File: config.mk
export PLATFORM = sky130hd
export DESIGN_NAME = clause_fetch_sequencer
export DESIGN_NICKNAME = d
export VERILOG_FILES = /design/src/rtl/clause_fetch_sequencer.sv
export SDC_FILE = /design/constraint.sdc
export NUM_CORES = 1
export LEC_CHECK = 0
export ABC_AREA = 1
export CAP_MARGIN = 5
export CORE_ASPECT_RATIO = 0.8
export CORE_MARGIN = 2
export CORE_UTILIZATION = 50
export DETAILED_ROUTE_END_ITERATION = 16
export PLACE_DENSITY = 0.91
export SYNTH_ARGS = -nofsm -noshare
export SYNTH_HDL_FRONTEND = slang
export SYNTH_SLANG_ARGS = --single-unit
File: constraint.sdc
create_clock -name clk -period 2.41 [get_ports clk]
set_clock_uncertainty 0.15 [all_clocks]
set_input_delay 0.241 -clock clk [delete_from_list [all_inputs] [get_ports clk]]
set_output_delay 0.241 -clock clk [all_outputs]
set_load 0.01 [all_outputs]
File: src/rtl/clause_fetch_sequencer.sv
`default_nettype none
// ============================================================================
// Module   : clause_fetch_sequencer
// Purpose  : Candidate-clause controller for the SAT solver core. It accepts
//            a clause index, issues one clause-memory read, captures the NSAT
//            packed literals and streams them one per valid/ready handshake
//            to the break-value evaluator. It then pulses clause_done_o.
// Ports    : clk, reset (async, active-low), flush (sync abort to IDLE)
//            start_i / clause_index_i   - fetch request (sampled in IDLE)
//            busy_o                     - not in IDLE
//            mem_rd_en_o / mem_addr_o   - clause-memory read strobe/address
//            mem_data_i                 - packed clause, lane 0 in LSBs
//            lit_valid_o / lit_ready_i  - literal handshake
//            lit_addr_o / lit_neg_o     - current literal fields
//            lit_idx_o                  - lane index of current literal
//            clause_done_o              - one-cycle end-of-clause pulse
// Config   : CLAUSE_SKIP_NULL_EN - when defined, lanes whose variable
//            address is 0 are padding and are skipped without cost.
// Revision : 1.0 - initial release
// ============================================================================
module clause_fetch_sequencer #(
  parameter int NSAT                  = 3,
  parameter int LITERAL_ADDRESS_WIDTH = 11,
  parameter int CLAUSE_ADDRESS_WIDTH  = 12,
  parameter int MEM_LATENCY           = 1
) (
  input  logic                                      clk,
  input  logic                                      reset,
  input  logic                                      flush,
  input  logic                                      start_i,
  input  logic [CLAUSE_ADDRESS_WIDTH-1:0]           clause_index_i,
  output logic                                      busy_o,
  output logic                                      mem_rd_en_o,
  output logic [CLAUSE_ADDRESS_WIDTH-1:0]           mem_addr_o,
  input  logic [NSAT*(LITERAL_ADDRESS_WIDTH+1)-1:0] mem_data_i,
  output logic                                      lit_valid_o,
  input  logic                                      lit_ready_i,
  output logic [LITERAL_ADDRESS_WIDTH-1:0]          lit_addr_o,
  output logic                                      lit_neg_o,
  output logic [$clog2(NSAT)-1:0]                   lit_idx_o,
  output logic                                      clause_done_o
);

  // --------------------------------------------------------------------------
  // Derived constants
  // --------------------------------------------------------------------------
  localparam int LAW  = LITERAL_ADDRESS_WIDTH;
  localparam int LW   = LITERAL_ADDRESS_WIDTH + 1;   // literal word, MSB = negation
  localparam int IDXW = $clog2(NSAT);                // NSAT >= 2, so IDXW >= 1
  localparam int LCW  = $clog2(MEM_LATENCY + 1);     // counts 0..MEM_LATENCY
  localparam int DW   = NSAT * LW;

  localparam logic [IDXW-1:0] LAST_LANE = IDXW'(NSAT - 1);
  localparam logic [LCW-1:0]  LAT_LAST  = LCW'(MEM_LATENCY);

  // --------------------------------------------------------------------------
  // State encoding
  // --------------------------------------------------------------------------
  localparam logic [1:0] S_IDLE   = 2'd0;
  localparam logic [1:0] S_FETCH  = 2'd1;
  localparam logic [1:0] S_STREAM = 2'd2;
  localparam logic [1:0] S_DONE   = 2'd3;

  logic [1:0]                      state_q, state_d;
  logic [LCW-1:0]                  lat_cnt_q, lat_cnt_d;
  logic [IDXW-1:0]                 lane_q, lane_d;
  logic [DW-1:0]                   clause_q, clause_d;
  logic [CLAUSE_ADDRESS_WIDTH-1:0] addr_q, addr_d;

  // --------------------------------------------------------------------------
  // Control events
  // --------------------------------------------------------------------------
  logic w_accept;
  logic w_fetch_last;
  logic w_capture;
  logic w_handshake;

  // FETCH spans MEM_LATENCY+1 cycles: the strobe cycle plus MEM_LATENCY
  // cycles of wait; memory data is valid in the final one.
  assign w_accept     = (state_q == S_IDLE) & start_i & ~flush;
  assign w_fetch_last = (state_q == S_FETCH) & (lat_cnt_q == LAT_LAST);
  assign w_capture    = w_fetch_last & ~flush;
  assign w_handshake  = (state_q == S_STREAM) & lit_ready_i;

  // --------------------------------------------------------------------------
  // Lane sequencing: first lane of the incoming word, successor of the
  // current lane and whether the current lane is the final one.
  // --------------------------------------------------------------------------
  logic [IDXW-1:0] w_first_lane;
  logic            w_any_lane;
  logic [IDXW-1:0] w_next_lane;
  logic            w_is_last;

`ifdef CLAUSE_SKIP_NULL_EN
  logic w_has_next;

  // Scan from the top down so the lowest non-null lane wins.
  always_comb begin
    w_first_lane = '0;
    w_any_lane   = 1'b0;
    for (int i = NSAT - 1; i >= 0; i--) begin
      if (mem_data_i[i*LW +: LAW] != '0) begin
        w_first_lane = IDXW'(i);
        w_any_lane   = 1'b1;
      end
    end
  end

  // Lowest non-null lane strictly above the current one; none means the
  // current lane is the last to be presented.
  always_comb begin
    w_next_lane = '0;
    w_has_next  = 1'b0;
    for (int i = NSAT - 1; i >= 0; i--) begin
      if ((IDXW'(i) > lane_q) && (clause_q[i*LW +: LAW] != '0)) begin
        w_next_lane = IDXW'(i);
        w_has_next  = 1'b1;
      end
    end
  end

  assign w_is_last = ~w_has_next;
`else
  assign w_first_lane = '0;
  assign w_any_lane   = 1'b1;
  assign w_next_lane  = lane_q + IDXW'(1);
  assign w_is_last    = (lane_q == LAST_LANE);
`endif

  // --------------------------------------------------------------------------
  // FSM process 1: state register
  // --------------------------------------------------------------------------
  always_ff @(posedge clk or negedge reset) begin
    if (!reset) begin
      state_q <= S_IDLE;
    end else begin
      state_q <= state_d;
    end
  end

  // --------------------------------------------------------------------------
  // FSM process 2: next-state logic (flush overrides every transition)
  // --------------------------------------------------------------------------
  always_comb begin
    state_d = state_q;
    case (state_q)
      S_IDLE: begin
        if (start_i) state_d = S_FETCH;
      end
      S_FETCH: begin
        if (w_fetch_last) state_d = w_any_lane ? S_STREAM : S_DONE;
      end
      S_STREAM: begin
        if (w_handshake && w_is_last) state_d = S_DONE;
      end
      S_DONE: begin
        state_d = S_IDLE;
      end
      default: begin
        state_d = S_IDLE;
      end
    endcase
    if (flush) state_d = S_IDLE;
  end

  // --------------------------------------------------------------------------
  // FSM process 3: outputs, all decoded from registered state
  // --------------------------------------------------------------------------
  logic [LW-1:0] w_lane_word;

  always_comb begin
    w_lane_word = '0;
    for (int i = 0; i < NSAT; i++) begin
      if (lane_q == IDXW'(i)) w_lane_word = clause_q[i*LW +: LW];
    end
  end

  always_comb begin
    busy_o        = (state_q != S_IDLE);
    mem_rd_en_o   = (state_q == S_FETCH) && (lat_cnt_q == '0);
    mem_addr_o    = addr_q;
    lit_valid_o   = (state_q == S_STREAM);
    lit_addr_o    = w_lane_word[LAW-1:0];
    lit_neg_o     = w_lane_word[LW-1];
    lit_idx_o     = lane_q;
    clause_done_o = (state_q == S_DONE);
  end

  // --------------------------------------------------------------------------
  // Datapath next-state
  // --------------------------------------------------------------------------
  always_comb begin
    addr_d    = w_accept ? clause_index_i : addr_q;
    clause_d  = w_capture ? mem_data_i : clause_q;

    lat_cnt_d = '0;
    if ((state_q == S_FETCH) && !flush && !w_fetch_last) begin
      lat_cnt_d = lat_cnt_q + LCW'(1);
    end

    // Lane counter returns to 0 when the clause ends or is aborted.
    lane_d = lane_q;
    if (flush) begin
      lane_d = '0;
    end else if (w_capture) begin
      lane_d = w_first_lane;
    end else if (w_handshake) begin
      lane_d = w_is_last ? '0 : w_next_lane;
    end
  end

  always_ff @(posedge clk or negedge reset) begin
    if (!reset) begin
      lat_cnt_q <= '0;
      lane_q    <= '0;
      clause_q  <= '0;
      addr_q    <= '0;
    end else begin
      lat_cnt_q <= lat_cnt_d;
      lane_q    <= lane_d;
      clause_q  <= clause_d;
      addr_q    <= addr_d;
    end
  end

endmodule
`default_nettype wire

Word-level counts from Yosys, hierarchy flattened
Index checks and enable logic that the tools add are counted.

storage, ports and cells
  register bits after elaboration = 53
  word-level logic and storage cells = 46

operators by class
  reductions and logical operators = 11
  add/sub/neg operators = 2
  mux-type cells = 13
  equal/unequal tests = 8
  bitwise gates (word level) = 7

operators with widths
  kind                 count
  $mux 12              3
  $mux 2               8
  $pmux 2 s4           1
  $eq 2x2->1 const B   3
  $ne 3x3->1 const B   2
  $and 1x1->1          5
  $eq 2x1->1 const B   2
  $logic_and 1x1->1    4
  $logic_not 2->1      2
  $ne 3x2->1 const B   1
  $reduce_and 3->1     1
  $reduce_bool 3->1    1
  $add 2x1->2 const B  1
  $logic_not 1->1      2
  $not 1->1            2
  $reduce_bool 2->1    1
  $add 1x1->1 const B  1
  $mux 1               1

Longest topological paths before layout
Gate-level depths: netlist (run 1).

  depth after elaboration = 6
  mapped depth = 8
  gate-level depth less buffers = 8

Worst setup path before layout (run 1)
Ideal clock, no wire load.

  path type = register to register
  start = register state_q[1]
  end = register clause_q[31]
  data arrival time = 1.141 ns
  path slack = 1.002 ns
  cell stages (with the launch flop) = 7
  setup time = 0.117 ns
  required time = 2.143 ns
  cell sequence = dfrtp_1 > inv_1 > ha_1 > nand3_4 > buf_12 > nand2_1 > o21ai_2

on the way
  word-level cells in the longest chain between the ends = 3

ends and longest elaborated chain
  item                    RTL line  source
  start, declared         64        logic [1:0] state_q, state_d;
  start signal, assigned  137       state_q <= state_d;
  $eq 2x1->1              81        assign w_fetch_last = (state_q == S_FETCH) & (lat_cnt_q == LAT_LAST);
  $and 1x1->1             81
  $and 1x1->1             82        assign w_capture = w_fetch_last & ~flush;
  end signal, assigned    221       clause_q <= clause_d;
  end, declared           67        logic [DW-1:0] clause_q, clause_d;

No other way between the ends.
A chain may end at the register's enable or synchronous reset.

Worst setup path after layout (run 1)
  start = register state_q[1]
  end = output port mem_rd_en_o

on the way
  word-level cells in the longest chain between the ends = 2

ends and longest elaborated chain
  item               RTL line  source
  $eq 2x1->1         180       mem_rd_en_o = (state_q == S_FETCH) && (lat_cnt_q == '0);
  $logic_and 1x1->1  180
  end, declared      33        output logic mem_rd_en_o,

No other way between the ends.

==> results.yml, run 1 <==
drt:
  routedWlPerCell_um: 12.7
  ant_nets: 0
  route.detailed.drc: 0
  via_per_inst: 4.73
  wirelength_um: 5680
  vias: 2111
  drt-initial-drc-count: 79
  drt-pass1-iter-count: 4
setup_path:
  crit_slowest_cell: "clkdlybuf4s50_1"
  reg2reg_depth: 6
  crit_fanout: 4
  worstSetupPathType: "register to output pin"
  path_cells: "inv_1 > ha_1 > inv_1 > nor2_1 > clkdlybuf4s50_1"
  cp_common_cell: "inv_1"
  cpPeakStageDelay_ns: 0.55
  ff2ff_setup_slack_ns: 0.60
  cp_num_buf_inv: 3
  path_delay_family: "buffers and inverters"
  arrival_ns: 1.81
  end_kind: "output pin"
  worst_setup_path_start_kind: "register"
  crit_cells: 5
  required_ns: 2.02
grt:
  grt_pass1_wl_um: 9140
  busiest_layer: "met2"
  antenna_found_initial: 0
  grt.met2_usage: 0.344
  grt.met3_usage: 0.0429
  grt.total_usage: 0.202
  grt_pass1_vias: 2028
  grt_start_max_net_pins: 54
  overflow: 0
  use_met1: 0.256
sta:
  setup_viol: 0
  fin_setup_tns_ns: 0
  slew_headroom: 0.754
  fmax_ghz: 0.454
  finalWorstSetupSlack_ns: 0.206
  period_needed_ns: 2.20
  fin_crit_sh: 0.914
  worst_pin_slew_ns: 0.369
  grt_setup_unrepaired: "false"
  hold_violations: 0
  slew_violations: 0
floorplanning:
  rows: 23
  pin_count: 83
  start_util: 0.520
  die_height_um: 68.7
  coreArea_sq_um: 5040
  die_w_um: 84.9
  die-area_sq_um: 5830
job:
  max-cap-violations: 0
cells_and_area:
  final_cell_mix: "nand2_1 (90), clkdlybuf4s50_1 (81), inv_1 (57)"
  diodes: 0
  area_growth_pct: 36.3
  final_common_cell: "nand2_1"
  fin_nets: 440
  drive_gt1_frac: 0.138
  fin_util: 0.708
  fin_area_sq_um: 3570
clock_tree:
  clk_latency_ns: 0.30
  numClockSinks: 53
  ctsLongestPathBuffers: 2
  cts-root-buf: "clkbuf_8"
  cts_made_buffers: 5
  cts_tree: "yes"
  path_clk_slew_ns: 0.09
  cts_setup_buffers: 0
  htree_levels: 2
synth:
  syn_inst: 299
  synth_area_leaders: "dfrtp_1 (51%), nand2_1 (13%), o21ai_2 (12%)"
  synth_cell_types: 18
  synth_top_area_frac: 0.507
  ys_warn_count: 0
  syn_area_sq_um: 2620
  synth_nets: 356
  yosysSeqAreaShare: 0.507
  synth-seq-cells: 53
  syn_avg_cell_area_sq_um: 8.75
  yosysTopAreaCell: "dfrtp_1"
power:
  switching_share: 0.352
  peakVddDrop_mv: 0.617
  p_int_mw: 2.32
  p_per_area_nw_per_um2: 1010
  switchingPower_mw: 1.26
  leakage_nw: 1.79
  totalPowerFinal_mw: 3.59
  clkPwrFrac: 0.136
  power_frac_seq: 0.419
  power.share.combinational: 0.445
status:
  status: "finished, final reports clean"
placed_design:
  pre_cts_slack_ns: 0.484
  placed_area_sq_um: 3470
  port-buffer-count: 82
  gp_routability_congestion: 0.861
  hpwl_um: 4280
worst_hold_path:
  worstHoldPathType: "input pin to asynchronous set/reset pin"
## power groups by stage
| stage | Combinational, mW | Sequential (mW) | Clock (mW) |
|---|---|---|---|
| after floorplan | 0.836 | 1.51 | 0 |
| after global placement | 1.55 | 1.50 | 0 |
| after detailed placement | 1.61 | 1.52 | 0 |
| after CTS | 1.62 | 1.50 | 0.495 |
| after global routing | 1.76 | 1.55 | 0.536 |
| final | 1.60 | 1.50 | 0.487 |
## cell usage after synthesis
cell type,n
a21oi_1,3
nand3b_1,1
inv_2,1
o21ai_0,14
inv_1,57
buf_6,6
ha_1,4
o21ai_2,36
nand3_1,14
buf_12,1
nand2_1,90
buf_4,3
nand3_4,2
nor2_1,9
nand4_1,2
buf_2,2
nand2_2,1
dfrtp_1,53
## logic make-up (layout without fill, tap and decap cells)
kind of cell / after synthesis / after routing / synth area share
and+or+nand+nor: 119 / 119 / 0.192
DFF: 53 / 53 / 0.507
adders and majority gates: 4 / 4 / 0.0191
buffers and inverters: 70 / 155 / 0.129
AOI/OAI and AO/OA: 53 / 53 / 0.153
## tightest hold or removal path: cells and delay by family
| family | cells | cell delay [ns] |
|---|---|---|
| buffers and inverters | 3 | 0.90 |
## cell type report
cell class,instances,area (sq um)
tap,62,77.6
inverter,58,218
clock buffer,7,76.3
sequential,53,1330
clock inverter,1,7.51
multi-input combinational,176,953
timing repair buffer,89,908
fill,398,1470
## sequential cells by signal, indices dropped and copies added, names as in the netlist
signal and cells:
lit_idx_o 2, mem_addr_o 12, clause_q 36, state_q 2, lat_cnt_q 1
## metal layers
layer,part of all wire,vias up
met5,0,-
met1,0.44,962
li1,-,1078
met2,0.50,62
met4,0.014,0
met3,0.053,9
## repair_timing
| action | CTS | global route |
|---|---|---|
| endpoints found under the setup margin | 0 | 0 |
| resized for setup | 0 | 0 |
| hold buffers | 1 | 0 |
| hold endpoints to repair | 53 | 0 |
## path summary, 6_finish.rpt
| path | to | from |
|---|---|---|
| max in group asynchronous | clause_q[11] | reset |
| worst max-delay path | mem_rd_en_o | state_q[1] |
| worst max register to register | clause_q[14] | state_q[1] |
| worst min-delay path | clause_q[15] | reset |
| min in group clk | clause_q[15] | mem_data_i[15] |
| worst min register to register | clause_q[28] | clause_q[28] |
## through the flow
step / hold WS, ns / cells
5_1_grt: 0.316 / 446
3_5_place_dp: 0.106 / 437
3_3_place_gp: 0.103 / 437
4_1_cts: 0.307 / 446
6_report: 0.294 / 446
2_1_floorplan: -0.205 / 299
Power figures use the tool's default switching activity.
==> run 2: changes to the inputs <==
- CORE_MARGIN: 2 -> unset
==> run 2 against run 1 <==
Core utilization grew 0.55 points. Worst hold slack improved by 0.0070 ns. Final area up 0.77%. Sequential share of layout area down 0.28 points. Cell count rose by 0.22%. Flip-flop and latch count is the same. Wire length grew 1.5%. Highest routed layer unchanged. Sequential power hardly changed. Combinational power about the same. Count of clock-buffer cells in the layout stayed put. Critical path depth unchanged.
==> results.yml, run 2 (synthesis results as in run 1) <==
cells_and_area:
  drive_gt1_frac: 0.143
  top_register: "clause_q"
  fin_util: 0.714
  final_cell_mix: "nand2_1 (90), clkdlybuf4s50_1 (81), inv_1 (57)"
  fillers: 378
  final_common_cell: "nand2_1"
  layout.cells.non_filler: 447
  largest_reg_flops: 36
  area_growth_pct: 37.3
  diodes: 0
  fin_nets: 441
setup_path:
  reg2reg_depth: 6
  crit_fanout: 4
  required_ns: 2.02
  end_kind: "output pin"
  r2r-start: "state_q[1]"
  r2r_end: "clause_q[3]"
  worstSetupPathType: "register to output pin"
  arrival_ns: 1.84
  ff2ff_setup_slack_ns: 0.53
  worst_setup_path_start_kind: "register"
placed_design:
  gp_routability_congestion: 0.844
  dp_cells: 438
  hpwl_um: 4140
  port-buffer-count: 82
sta:
  setup_viol: 0
  grt_setup_unrepaired: "false"
  fin_setup_tns_ns: 0
  period_needed_ns: 2.24
  fmax_ghz: 0.447
  slew_violations: 0
  hold_violations: 0
  slew_headroom: 0.722
  worst_pin_slew_ns: 0.417
  fin_crit_sh: 0.928
clock_tree:
  cts-root-buf: "clkbuf_8"
  htree_levels: 2
  ctsLongestPathBuffers: 2
  path_clk_slew_ns: 0.09
  cts_tree: "yes"
  cts_setup_buffers: 0
  cts_made_buffers: 5
  clk_latency_ns: 0.30
  numClockSinks: 53
drt:
  ant_nets: 0
  wirelength_um: 5770
  drt-pass1-iter-count: 4
  route.detailed.drc: 0
  routedWlPerCell_um: 12.9
  drt-initial-drc-count: 133
  vias: 2196
  via_per_inst: 4.91
power:
  switching_share: 0.342
  p_int_mw: 2.46
  power_frac_seq: 0.401
  p_per_area_nw_per_um2: 1040
  power.share.combinational: 0.433
  peakVddDrop_mv: 0.546
  clkPwrFrac: 0.166
  leakage_nw: 1.81
  switchingPower_mw: 1.28
grt:
  grt_pass1_wl_um: 9800
  grt.total_usage: 0.228
  overflow: 0
  antenna_found_initial: 0
  grt_pass1_vias: 2103
  grt_start_max_net_pins: 54
floorplanning:
  die-area_sq_um: 5530
  die_height_um: 66.7
  pin_count: 83
  start_util: 0.520
  rows: 23
  coreArea_sq_um: 5040
  die_w_um: 82.9
status:
  status: "finished, final reports clean"
job:
  max-cap-violations: 0
worst_hold_path:
  worstHoldPathType: "input pin to asynchronous set/reset pin"
==> run 2: cell count changes in the layout (fill, tap and decap cells not counted) <==
cell	change
buf_4	+2
bufinv_16	+1
clkinvlp_4	-1
buf_12	-1
clkbuf_8	+1
clkbuf_1	-1
==> run 2: timing repair <==
| item | CTS | global route |
|---|---|---|
| hold endpoints to repair | 53 | 0 |
| setup endpoints to repair | 0 | 0 |
| resized for setup | 0 | 0 |
| hold buffers | 1 | 0 |
==> run 2: per-layer routing <==
metal  wire [um]  up-vias  part of all wire  track usage
li1            -     1082                 -            -
met1        2590     1042              0.45        0.297
met2        2870       63              0.50        0.371
met3         240        9             0.042       0.0582
met4          75        0             0.013       0.0819
met5           0        -                 0            0
==> run 2: how the worst max path moves through the flow <==
| stage | from | endpoint | slack, ns | cells after the start |
|---|---|---|---|---|
| floorplan | state_q[1] | clause_q[31] | 1.00 | 6 |
| global placement | flush | clause_q[28] | 0.49 | 6 |
| detailed placement | flush | clause_q[3] | 0.46 | 6 |
| CTS | state_q[1] | mem_rd_en_o | 0.16 | 5 |
| global route | lit_idx_o[1] | lit_addr_o[6] | 0.04 | 6 |
| finish | state_q[1] | mem_rd_en_o | 0.17 | 5 |
==> run 2: power by group through the flow <==
stage / clock network [mW] / logic (mW) / registers [mW]
after floorplan: 0 / 0.836 / 1.51
after global placement: 0 / 1.55 / 1.49
after detailed placement: 0 / 1.62 / 1.51
after CTS: 0.632 / 1.63 / 1.50
after global routing: 0.682 / 1.78 / 1.55
final: 0.620 / 1.62 / 1.50
==> run 2: layout make-up <==
class / count / area (sq um) / area share
Sequential cell: 53 / 1330 / 0.369
Multi-Input combinational cell: 176 / 953 / 0.265
Timing Repair Buffer: 90 / 903 / 0.251
Inverter: 58 / 218 / 0.0606
Clock buffer: 7 / 86.3 / 0.0240
Tap cell: 62 / 77.6 / 0.0216
Clock inverter: 1 / 30.0 / 0.00835
==> run 2: critical path, stage by stage (launching register included) <==
cell and delay, ns:
dfrtp_1 0.42, inv_1 0.10, ha_1 0.28, inv_1 0.07, nor2_1 0.12, clkdlybuf4s50_1 0.55
==> run 2: through the flow <==
| step | area, sq um | hold WS (ns) | setup WS, ns | total power [mW] |
|---|---|---|---|---|
| after detailed placement | 3470 | 0.106 | 0.458 | 3.12 |
| final | 3590 | 0.301 | 0.174 | 3.74 |
| after CTS | 3590 | 0.309 | 0.160 | 3.76 |
| after global placement | 3470 | 0.101 | 0.495 | 3.04 |
| after floorplan | 2620 | -0.205 | 1.00 | 2.35 |
| after global routing | 3590 | 0.322 | 0.0410 | 4.01 |
